**config.mk**
```make
export PLATFORM = sky130hd
export DESIGN_NAME = run_control
export DESIGN_NICKNAME = d
export VERILOG_FILES = /design/src/rtl/debug_pkg.sv /design/src/rtl/bp_match.sv /design/src/rtl/run_control.sv
export SDC_FILE = /design/constraint.sdc
export NUM_CORES = 1
export LEC_CHECK = 0
export ABC_AREA = 1
export ABC_CLOCK_PERIOD_IN_PS = 2200
export CORE_MARGIN = 8
export CORE_UTILIZATION = 30
export DETAILED_ROUTE_END_ITERATION = 8
export GPL_TIMING_DRIVEN = 0
export PLACE_DENSITY = 0.61
export SETUP_SLACK_MARGIN = 0.02
export SLEW_MARGIN = 20
export SYNTH_ARGS = -nofsm -noshare
export SYNTH_HDL_FRONTEND = slang
export SYNTH_SLANG_ARGS = --single-unit
```
**constraint.sdc**
```tcl
create_clock -name clk -period 2.2 [get_ports clk]
set_clock_uncertainty 0.05 [all_clocks]
set_input_delay 0.33 -clock clk [delete_from_list [all_inputs] [get_ports clk]]
set_output_delay 0.33 -clock clk [all_outputs]
set_load 0.05 [all_outputs]
```
**src/rtl/debug_pkg.sv**
```systemverilog
// Shared encodings for the debug run-control block: command ops, halt causes,
// sequencer states and the ebreak opcode.
package debug_pkg;

  typedef enum logic [1:0] {
    OP_HALT   = 2'b00,
    OP_RUN    = 2'b01,
    OP_STEP   = 2'b10,
    OP_SET_BP = 2'b11
  } op_e;

  typedef enum logic [1:0] {
    CAUSE_HALT   = 2'b00,
    CAUSE_BP     = 2'b01,
    CAUSE_STEP   = 2'b10,
    CAUSE_EBREAK = 2'b11
  } cause_e;

  typedef enum logic [1:0] {
    ST_HALTED   = 2'b00,
    ST_RUNNING  = 2'b01,
    ST_STEPPING = 2'b10
  } state_e;

  localparam logic [31:0] EBREAK = 32'h0010_0073;

  function automatic logic is_ebreak(input logic [31:0] instr);
    return instr == EBREAK;
  endfunction

endpackage

```
**src/rtl/bp_match.sv**
```systemverilog
// One hardware breakpoint: a word address plus enable, compared against the
// word address of the current PC.
module bp_match #(
  parameter int XLEN = 32
) (
  input  logic            clk,
  input  logic            reset,
  input  logic            wr,
  input  logic [XLEN-1:2] wr_addr,
  input  logic            wr_en,
  input  logic [XLEN-1:2] pc_word,
  output logic            hit
);

  logic [XLEN-1:2] addr;
  logic            en;

  // NOTE: sequential state uses non-blocking assignments so every flop samples
  // the pre-edge values regardless of process ordering.
  always_ff @(posedge clk) begin
    if (reset) begin
      addr <= '0;
      en   <= 1'b0;
    end else if (wr) begin
      addr <= wr_addr;
      en   <= wr_en;
    end
  end

  assign hit = en & (pc_word == addr);

endmodule

```
**src/rtl/run_control.sv**
```systemverilog
// Debug run-control sequencer: gates the core's commit enable to implement
// halt, run, counted stepping and two hardware breakpoints plus ebreak.
module run_control
  import debug_pkg::*;
#(
  parameter int XLEN   = 32,
  parameter int STEP_W = 16
) (
  input  logic            clk,
  input  logic            reset,
  input  logic            cmd_valid,
  output logic            cmd_ready,
  input  logic [1:0]      cmd_op,
  input  logic [XLEN-1:0] cmd_arg,
  input  logic [XLEN-1:0] pc,
  input  logic [31:0]     instr,
  output logic            core_en,
  output logic            halted,
  output logic [1:0]      halt_cause,
  output logic [31:0]     retired_cnt
);

  state_e              state, state_nxt;
  cause_e              cause, cause_nxt;
  logic [STEP_W-1:0]   step_cnt, step_nxt;
  logic                skip, skip_nxt;

  op_e                 op;
  logic                halt_req;
  logic                set_bp;
  logic [1:0]          bp_hit;
  logic                instr_is_ebreak;
  logic                stop;
  logic [STEP_W-1:0]   step_arg;
  logic                unused_pc_bits;

  assign op              = op_e'(cmd_op);
  assign halt_req        = cmd_valid & (op == OP_HALT);
  assign set_bp          = cmd_valid & cmd_ready & (op == OP_SET_BP);
  assign step_arg        = cmd_arg[STEP_W-1:0];
  assign instr_is_ebreak = is_ebreak(instr);
  assign unused_pc_bits  = ^pc[1:0];

  // skip masks the check for the first instruction after a resume so the
  // instruction that caused the halt is allowed to commit.
  assign stop = ~skip & ((|bp_hit) | instr_is_ebreak);

  for (genvar i = 0; i < 2; i++) begin : g_bp
    bp_match #(
      .XLEN(XLEN)
    ) u_bp (
      .clk    (clk),
      .reset  (reset),
      .wr     (set_bp & (cmd_arg[1] == 1'(i))),
      .wr_addr(cmd_arg[XLEN-1:2]),
      .wr_en  (cmd_arg[0]),
      .pc_word(pc[XLEN-1:2]),
      .hit    (bp_hit[i])
    );
  end

  always_ff @(posedge clk) begin
    if (reset) begin
      state    <= ST_HALTED;
      cause    <= CAUSE_HALT;
      step_cnt <= '0;
      skip     <= 1'b0;
    end else begin
      state    <= state_nxt;
      cause    <= cause_nxt;
      step_cnt <= step_nxt;
      skip     <= skip_nxt;
    end
  end

  // NOTE: every output of this block gets a default first so no path leaves a
  // variable unassigned and infers a latch.
  always_comb begin
    state_nxt = state;
    cause_nxt = cause;
    step_nxt  = step_cnt;
    skip_nxt  = skip;
    unique case (state)
      ST_HALTED: begin
        if (cmd_valid) begin
          unique case (op)
            OP_HALT: cause_nxt = CAUSE_HALT;
            OP_RUN: begin
              state_nxt = ST_RUNNING;
              skip_nxt  = 1'b1;
            end
            OP_STEP: begin
              if (step_arg == '0) begin
                cause_nxt = CAUSE_STEP;
              end else begin
                step_nxt  = step_arg;
                state_nxt = ST_STEPPING;
                skip_nxt  = 1'b1;
              end
            end
            default: ;
          endcase
        end
      end
      ST_RUNNING, ST_STEPPING: begin
        if (halt_req) begin
          state_nxt = ST_HALTED;
          cause_nxt = CAUSE_HALT;
        end else if (stop) begin
          state_nxt = ST_HALTED;
          cause_nxt = instr_is_ebreak ? CAUSE_EBREAK : CAUSE_BP;
        end else begin
          // Commit edge: the core retires the instruction at pc.
          skip_nxt = 1'b0;
          if (state == ST_STEPPING) begin
            step_nxt = step_cnt - STEP_W'(1);
            if (step_cnt == STEP_W'(1)) begin
              state_nxt = ST_HALTED;
              cause_nxt = CAUSE_STEP;
            end
          end
        end
      end
      default: state_nxt = ST_HALTED;
    endcase
  end

  always_comb begin
    halted    = (state == ST_HALTED);
    core_en   = ~halted & ~stop & ~halt_req;
    cmd_ready = halted | (op == OP_HALT) | (op == OP_SET_BP);
  end

  always_ff @(posedge clk) begin
    if (reset)        retired_cnt <= '0;
    else if (core_en) retired_cnt <= retired_cnt + 32'd1;
  end

  assign halt_cause = cause;

endmodule

```
==> results of run 1 <==
worst paths after layout:
kind	slack (ns)	end
worst max-delay path	-0.11	core_en
worst min-delay path	0.41	g_bp[1].u_bp.addr[22]
worst max register to register	0.07	step_cnt[10]
worst min register to register	0.41	g_bp[1].u_bp.addr[22]
what timing repair did:
item / in CTS / in global routing
gates cloned: 0 / 2
pin swaps: 18 / 32
resized for setup: 59 / 53
endpoints found under the setup margin: 5 / 41
setup buffers: 3 / 5
tightest hold or removal path, stage by stage, from the launching register on:
cell,delay (ns)
dfxtp_1,0.32
inv_2,0.05
a21oi_1,0.05
cell families (layout without fill, tap and decap cells):
family / count (synthesis) / after routing
AND/OR/NAND/NOR: 540 / 540
AO/OA/AOI/OAI: 179 / 179
buffers and inverters: 178 / 355
flip-flops: 115 / 115
XOR/XNOR: 50 / 50
adder cells (fa/ha/maj): 6 / 6
sequential cells by signal, summed over array words and instances, names as in the netlist:
signal and count:
g_bp.u_bp.addr 60, g_bp.u_bp.en 2, halt_cause 2, retired_cnt 32, skip 1, state 2
step_cnt 16
cell usage in the layout, fill, tap and decap left out, types with 5 or more instances in the layout:
| master | netlist | final |
|---|---|---|
| nand2_2 | 3 | 8 |
| ha_1 | 6 | 5 |
| nand3_1 | 24 | 24 |
| nor2_1 | 148 | 136 |
| clkbuf_1 | 26 | 26 |
| nor3_1 | 12 | 12 |
| nand2_1 | 295 | 289 |
| xnor2_1 | 24 | 21 |
| nor2_2 | 2 | 11 |
| inv_2 | 5 | 11 |
| a21oi_1 | 84 | 84 |
| buf_4 | 3 | 11 |
| clkdlybuf4s50_1 | 0 | 101 |
| dlygate4sd2_1 | 0 | 29 |
| dfxtp_2 | 0 | 21 |
| nor4_1 | 21 | 21 |
| o21ai_0 | 80 | 80 |
| nand4_1 | 17 | 17 |
| clkbuf_16 | 0 | 18 |
| inv_1 | 135 | 127 |
| dfxtp_1 | 115 | 94 |
| xor2_1 | 26 | 26 |
cell usage after synthesis, types with 3 or more instances:
cell	instances	area share
a21oi_1	84	0.063
a31oi_1	4	0.0037
buf_2	3	0.0022
buf_4	3	0.0034
buf_6	3	0.0050
clkbuf_1	26	0.015
dfxtp_1	115	0.34
ha_1	6	0.011
inv_1	135	0.075
inv_2	5	0.0028
nand2_1	295	0.16
nand2_2	3	0.0028
nand3_1	24	0.018
nand3b_1	4	0.0045
nand4_1	17	0.016
nor2_1	148	0.083
nor3_1	12	0.0089
nor4_1	21	0.020
o21ai_0	80	0.060
o21ai_1	3	0.0022
o22ai_1	3	0.0028
xnor2_1	24	0.031
xor2_1	26	0.034
per-layer routing:
| layer | track usage | vias up | wire length, µm |
|---|---|---|---|
| li1 | - | 3724 | - |
| met1 | 0.207 | 3246 | 10600 |
| met2 | 0.240 | 196 | 9710 |
| met3 | 0.0431 | 32 | 1290 |
| met4 | 0.0505 | 0 | 352 |
| met5 | 0 | - | 0 |
power by group through the flow:
stage	Clock [W]	Sequential (W)	Combinational [W]
2_1_floorplan	0	0.00261	0.00216
5_1_grt	0.00283	0.00256	0.00384
6_report	0.00268	0.00253	0.00344
3_3_place_gp	0	0.00255	0.00315
4_1_cts	0.00272	0.00251	0.00323
3_5_place_dp	0	0.00255	0.00317
area by class of cell:
class,instances,share of cell area
buffer,36,0.0206
clock buffer,19,0.0481
clock inverter,13,0.0134
inverter,142,0.0585
multi-input combinational,775,0.414
sequential,115,0.253
tap,280,0.0380
timing repair buffer,145,0.154
metrics by stage:
| step | utilization | total power (W) |
|---|---|---|
| 6_report | 0.421 | 0.00865 |
| 5_1_grt | 0.421 | 0.00923 |
| 4_1_cts | 0.412 | 0.00845 |
| 3_5_place_dp | 0.385 | 0.00572 |
| 3_3_place_gp | 0.385 | 0.00570 |
| 2_1_floorplan | - | 0.00478 |
==> results.tsv, run 1 <==
stage	metric	value	unit
power_and_ir_drop	maximum vdd drop	444	µV
yosys	XOR/XNOR share of the synthesized area	0.0652	
clock_tree	CTS clk-pin slew, worst paths	0.06	ns
timing	Setup TNS	-0.110	ns
yosys	EDFF count, synth	0	
timing	final hold vios	0	
clock_tree	# clock sinks	115	
run_status	violated checks	negative setup slack	
timing	Max Fclk	433	MHz
floorplan	Die Wd	166	µm
yosys	Async S/R FF share, synth	0	
detailed_routing	# DRC	0	
timing	max-slew violation count	0	
yosys	largest family of logic cells by synthesized area	simple AND/OR/NAND/NOR gates	
cells_and_area	Nets	1339	
global_routing	GRT Overall Usage	0.156	
yosys	Synth Area in Compound Gates	0.137	
place	placed cell areas	0.00842	mm²
timing	max_slew headroom	0.573	
clock_tree	worst-skew pair later-pin latency	0.43	ns
cells_and_area	post-route cell area	0.00921	mm²
clock_tree	Inserted Clock Buffers	17	
cells_and_area	Fill cells	2363	
timing	Fin Hold WS	0.409	ns
run_status	status	finished, violations left	
floorplan	Core ar.	0.0219	mm²
detailed_routing	via/cell ratio	4.72	
timing	unrepaired setup endpoints after global routing	yes	
place	placed cells	1483	
setup_path	Worst Path Arrival	1.93	ns
power_and_ir_drop	Pint	0.00522	W
cells_and_area	final antenna diode count	0	
place	DP Worst Slack	-1.07	ns
timing	Worst-Margin Slew	0.640	ns
clock_tree	Hold-fix buffers, CTS	0	
cells_and_area	area delta synth->final	37.1	%
power_and_ir_drop	Logic pwr share	0.398	
detailed_routing	antenna violation net count after detailed routing	0	
setup_path	Data required, critical path	1.82	ns
setup_path	Worst Path Max Fanout	5	
clock_tree	H-Tree Depth	4	
min_path	Worst Hold Launch	g_bp[1].u_bp.addr[22]	
clock_tree	clk buf depth	2	
place	GPL Wtd Cong	0.867	
run	max_cap viols	0	
setup_path	cell repeated most along the worst path	nand2_1	
place	IO buf count	135	
yosys	Main synth FF type	dfxtp_1	
setup_path	reg2reg path depth	20	
power_and_ir_drop	pwr/cell area	939	mW/mm²
global_routing	first-pass GRT wire length	35100	µm
global_routing	vias in the first global route	6734	
timing	final setup violation count	1	
setup_path	reg2reg start	g_bp[1].u_bp.addr[17]	
power_and_ir_drop	sw power	0.00343	W
yosys	mapped cell area	0.00672	mm²
setup_path	startpoint types	flip-flop	
yosys	multiplexer area fraction after synthesis	0	
detailed_routing	Detailed Route WL	21900	µm
yosys	sequential-to-total area share from yosys stat	0.343	
setup_path	max incr delay on CP	0.32	ns
setup_path	worst setup path start	g_bp[1].u_bp.addr[17]	
detailed_routing	via count	7198	
detailed_routing	DRT Pass-1 Iters	5	
setup_path	worst-path cell chain	inv_1, nand2_1, nand2_1, inv_1, nand2_2, nor2_2, nand2_1, nor2_1, nand2_1, nand3_2, nand2_4, nand3_4, inv_4, buf_6, buf_8	
detailed_routing	wire length per cell	14.4	µm
yosys	syn_area_per_cell	6.29	µm²
power_and_ir_drop	P_leak	3.86	nW
min_path	HP Class	flip-flop to flip-flop	
floorplan	die area	0.0274	mm²
yosys	Syn Nets	1175	
floorplan	initial core utilization	0.307	
setup_path	crit-path leading delay family	simple AND/OR/NAND/NOR gates	
cells_and_area	Non-Filler Instances	1525	
floorplan	row count	54	
global_routing	largest net degree at the start of global routing	17	
setup_path	CP endpoint kind	primary output	
timing	PnR worst setup slack	-0.110	ns
clock_tree	CTS tree	yes	
clock_tree	Clock Tree Root	clkbuf_16	
setup_path	critical path depth	15	
global_routing	total gr overflow	0	
detailed_routing	DRT iter0 DRCs	499	
min_path	hold-critical path depth	2	
yosys	Ys Warns	0	
floorplan	Die Y	166	µm
yosys	adder-cell share of the synthesized area	0.0112	
power_and_ir_drop	Clock Power Share	0.310	
setup_path	WS Path Type	flip-flop to primary output	
timing	Final min period	2.31	ns
setup_path	critical path's slowest cell	dfxtp_2	
cells_and_area	FF+latch area	0.00233	mm²
yosys	#FFs+latches synth	115	
timing	final period utilization	1.05	
global_routing	initial antenna violation count	0	
cells_and_area	share of cells above drive strength 1	0.102	
yosys	post-synthesis cell type count	40	
floorplan	I/O pin count	138	
place	HPWL after DPL	16700	µm
yosys	Post-Synth Simple-Gate Area	0.339	
cells_and_area	Multi-input gate area	0.00382	mm²
yosys	Cells after Synth	1068	
power_and_ir_drop	Net Sw Frac	0.397	
power_and_ir_drop	sequential power share	0.292	
setup_path	CP bufs+invs	5	
No activity file was read; power rests on OpenSTA's default activity.
==> run 2: changes to the inputs <==
CTS_CLUSTER_SIZE = 10   (was not set)
==> results of run 2 <==
Final layout, timing and power as in run 1 (identical DEF).
==> run 3: changes to the inputs <==
PLACE_DENSITY = 0.6   (was 0.61)
SYNTH_HIERARCHICAL = 1   (was not set)
==> run 3 against run 2 <==
  * Largest power group unchanged
  * Routed wire length increased by 9.5%
  * Worst hold slack gained 0.0062 ns
  * Combinational power increased by 8.4%
  * The run still ends with negative setup slack left
  * Register-to-register slack barely moved
  * Global-route usage is 0.12 points higher
==> results.tsv, run 3 <==
stage	metric	value	unit
global_routing	initial antenna violation count	2	
min_path	Worst Hold Launch	g_bp[0].u_bp/addr[20]	
setup_path	Data required, critical path	1.82	ns
cells_and_area	Largest register FFs	60	
global_routing	GRT Overall Usage	0.157	
detailed_routing	DRT iter0 DRCs	449	
floorplan	Core ar.	0.0242	mm²
detailed_routing	antenna violation net count after detailed routing	0	
setup_path	CP endpoint kind	primary output	
cells_and_area	largest registers	g_bp.u_bp/addr: 60 flops, retired_cnt: 32 flops, step_cnt: 16 flops	
min_path	hold-critical path depth	2	
yosys	Async S/R FF share, synth	0	
yosys	Ys Warns	6	
timing	Worst-Margin Slew	0.703	ns
yosys	post-synthesis cell type count	37	
floorplan	die area	0.0299	mm²
clock_tree	Inserted Clock Buffers	17	
setup_path	reg2reg path depth	19	
yosys	EDFF count, synth	0	
setup_path	reg2reg end	step_cnt[2]	
clock_tree	worst-skew pair later-pin latency	0.42	ns
run_status	status	finished, violations left	
place	DP Worst Slack	-1.27	ns
yosys	mapped cell area	0.00738	mm²
power_and_ir_drop	Clock Power Share	0.325	
cells_and_area	final antenna diode count	0	
min_path	HP Class	flip-flop to flip-flop	
yosys	Synth area leader	dfxtp_1	
place	IO buf count	135	
yosys	largest cells by area after synthesis	dfxtp_1 (31%), nand2_1 (21%), nor2_1 (9.8%)	
timing	max_slew headroom	0.531	
run_status	violated checks	negative setup slack	
setup_path	Worst Path Arrival	2.06	ns
clock_tree	CTS tree	yes	
floorplan	Die Y	173	µm
cells_and_area	largest register by flop count	g_bp.u_bp/addr	
power_and_ir_drop	maximum vdd drop	551	µV
timing	max-slew violation count	0	
setup_path	WS Path Type	flip-flop to primary output	
yosys	Yosys top cell area share	0.312	
cells_and_area	FF+latch area	0.00232	mm²
timing	final hold vios	0	
detailed_routing	via count	7640	
setup_path	reg2reg start	g_bp[1].u_bp/addr[19]	
cells_and_area	post-route cell area	0.0101	mm²
floorplan	initial core utilization	0.305	
power_and_ir_drop	Pint	0.00568	W
yosys	#FFs+latches synth	115	
clock_tree	CTS clk-pin slew, worst paths	0.06	ns
cells_and_area	Nets	1460	
cells_and_area	area delta synth->final	36.3	%
place	GPL Wtd Cong	0.867	
timing	PnR worst setup slack	-0.239	ns
floorplan	I/O pin count	138	
yosys	syn_area_per_cell	6.24	µm²
power_and_ir_drop	sequential power share	0.270	
global_routing	largest net degree at the start of global routing	17	
detailed_routing	DRT Pass-1 Iters	6	
setup_path	startpoint types	flip-flop	
setup_path	FF-to-FF setup slack	0.08	ns
yosys	Main synth FF type	dfxtp_1	
power_and_ir_drop	sw power	0.00354	W
detailed_routing	wire length per cell	14.2	µm
timing	Setup TNS	-0.239	ns
setup_path	worst setup path start	g_bp[1].u_bp/addr[19]	
floorplan	Die Wd	173	µm
timing	Final min period	2.44	ns
clock_tree	clk buf depth	2	
yosys	sequential-to-total area share from yosys stat	0.312	
place	HPWL after DPL	18200	µm
cells_and_area	Fill cells	2602	
power_and_ir_drop	Net Sw Frac	0.384	
timing	unrepaired setup endpoints after global routing	yes	
yosys	synth cell count leaders	nand2_1 (407), nor2_1 (193), inv_1 (157)	
place	placed cell areas	0.00914	mm²
detailed_routing	# DRC	0	
detailed_routing	via/cell ratio	4.52	
cells_and_area	most frequent cells in the layout	nand2_1 (400), nor2_1 (184), inv_1 (149)	
yosys	Syn Nets	1290	
global_routing	vias in the first global route	7371	
clock_tree	Hold-fix buffers, CTS	0	
timing	final period utilization	1.11	
detailed_routing	Detailed Route WL	24000	µm
timing	final setup violation count	1	
clock_tree	H-Tree Depth	4	
clock_tree	# clock sinks	115	
power_and_ir_drop	pwr/cell area	916	mW/mm²
setup_path	Worst Path Max Fanout	2	
timing	Max Fclk	410	MHz
cells_and_area	Final Util	0.415	
yosys	Cells after Synth	1183	
floorplan	row count	57	
power_and_ir_drop	Logic pwr share	0.405	
cells_and_area	Multi-input gate area	0.00424	mm²
clock_tree	Clock Tree Root	clkbuf_16	
cells_and_area	share of cells above drive strength 1	0.150	
global_routing	total gr overflow	0	
power_and_ir_drop	P_leak	4.36	nW
cells_and_area	most common cell after layout, fill and taps aside	nand2_1	
global_routing	first-pass GRT wire length	37900	µm
yosys	count leader, synth	nand2_1	
min_path	Hold Crit Endpoint	g_bp[0].u_bp/addr[20]	
run	max_cap viols	0	
[run 3: kinds of logic (layout without fill, tap and decap cells)]
logic type / after synthesis / in the layout / synth area share
simple gates: 682 / 682 / 0.374
flops: 115 / 115 / 0.312
fa+ha+maj: 6 / 6 / 0.0102
buf+inv: 210 / 393 / 0.126
xor+xnor: 32 / 32 / 0.0380
compound gates: 138 / 138 / 0.140
[run 3: power by group through the flow]
| stage | clock network [W] | registers (W) | logic [W] |
|---|---|---|---|
| after floorplan | 0 | 0.00258 | 0.00230 |
| after global placement | 0 | 0.00252 | 0.00330 |
| after detailed placement | 0 | 0.00252 | 0.00333 |
| after CTS | 0.00304 | 0.00248 | 0.00341 |
| after global routing | 0.00317 | 0.00251 | 0.00413 |
| final | 0.00299 | 0.00249 | 0.00373 |
[run 3: cell type report]
cell class,instances,share of cell area
sequential,115,0.231
timing repair buffer,151,0.148
multi-input combinational,858,0.422
clock buffer,18,0.0427
clock inverter,14,0.0203
inverter,173,0.0653
tap,324,0.0403
buffer,37,0.0308
[run 3: worst max-delay path, stage by stage (launching register included)]
cell,delay [ns]
dfxtp_1,0.34
inv_1,0.06
nand2_1,0.06
nand2_1,0.05
nor2_1,0.13
nand2_1,0.07
nor2_1,0.14
nand2_1,0.10
nor2_4,0.12
nor2_4,0.06
nand2_2,0.09
nand2_4,0.06
nand3_4,0.08
inv_4,0.04
buf_6,0.12
buf_8,0.14
[run 3: repair_timing]
item,CTS,global route
pin swaps,19,23
gates resized for setup,62,48
endpoints found under the setup margin,13,53
setup buffers,7,8
cloned,0,3
[run 3: per-stage QoR]
step,power (W),hold WS [ns],cells
detailed placement,0.00585,0.408,1642
CTS,0.00893,0.416,1681
global placement,0.00581,0.406,1642
global route,0.00981,0.423,1690
floorplan,0.00489,0.353,1183
finish,0.00921,0.415,1690
[run 3: worst max-delay path by stage]
stage	to	cells past startpoint	slack, ns
2_1_floorplan	step_cnt[2]	10	0.20
3_5_place_dp	core_en	15	-1.27
5_1_grt	core_en	15	-0.39
6_report	core_en	15	-0.24
4_1_cts	core_en	15	-0.21
3_3_place_gp	core_en	15	-1.29
[run 3: metal layers]
| metal | part of all wire | up-vias | track usage | routed length, µm |
|---|---|---|---|---|
| met5 | 0.00067 | - | 0 | 16 |
| met4 | 0.018 | 2 | 0.0496 | 441 |
| met3 | 0.062 | 27 | 0.0414 | 1480 |
| met2 | 0.46 | 241 | 0.256 | 10900 |
| met1 | 0.46 | 3370 | 0.200 | 11100 |
| li1 | - | 4000 | - | - |
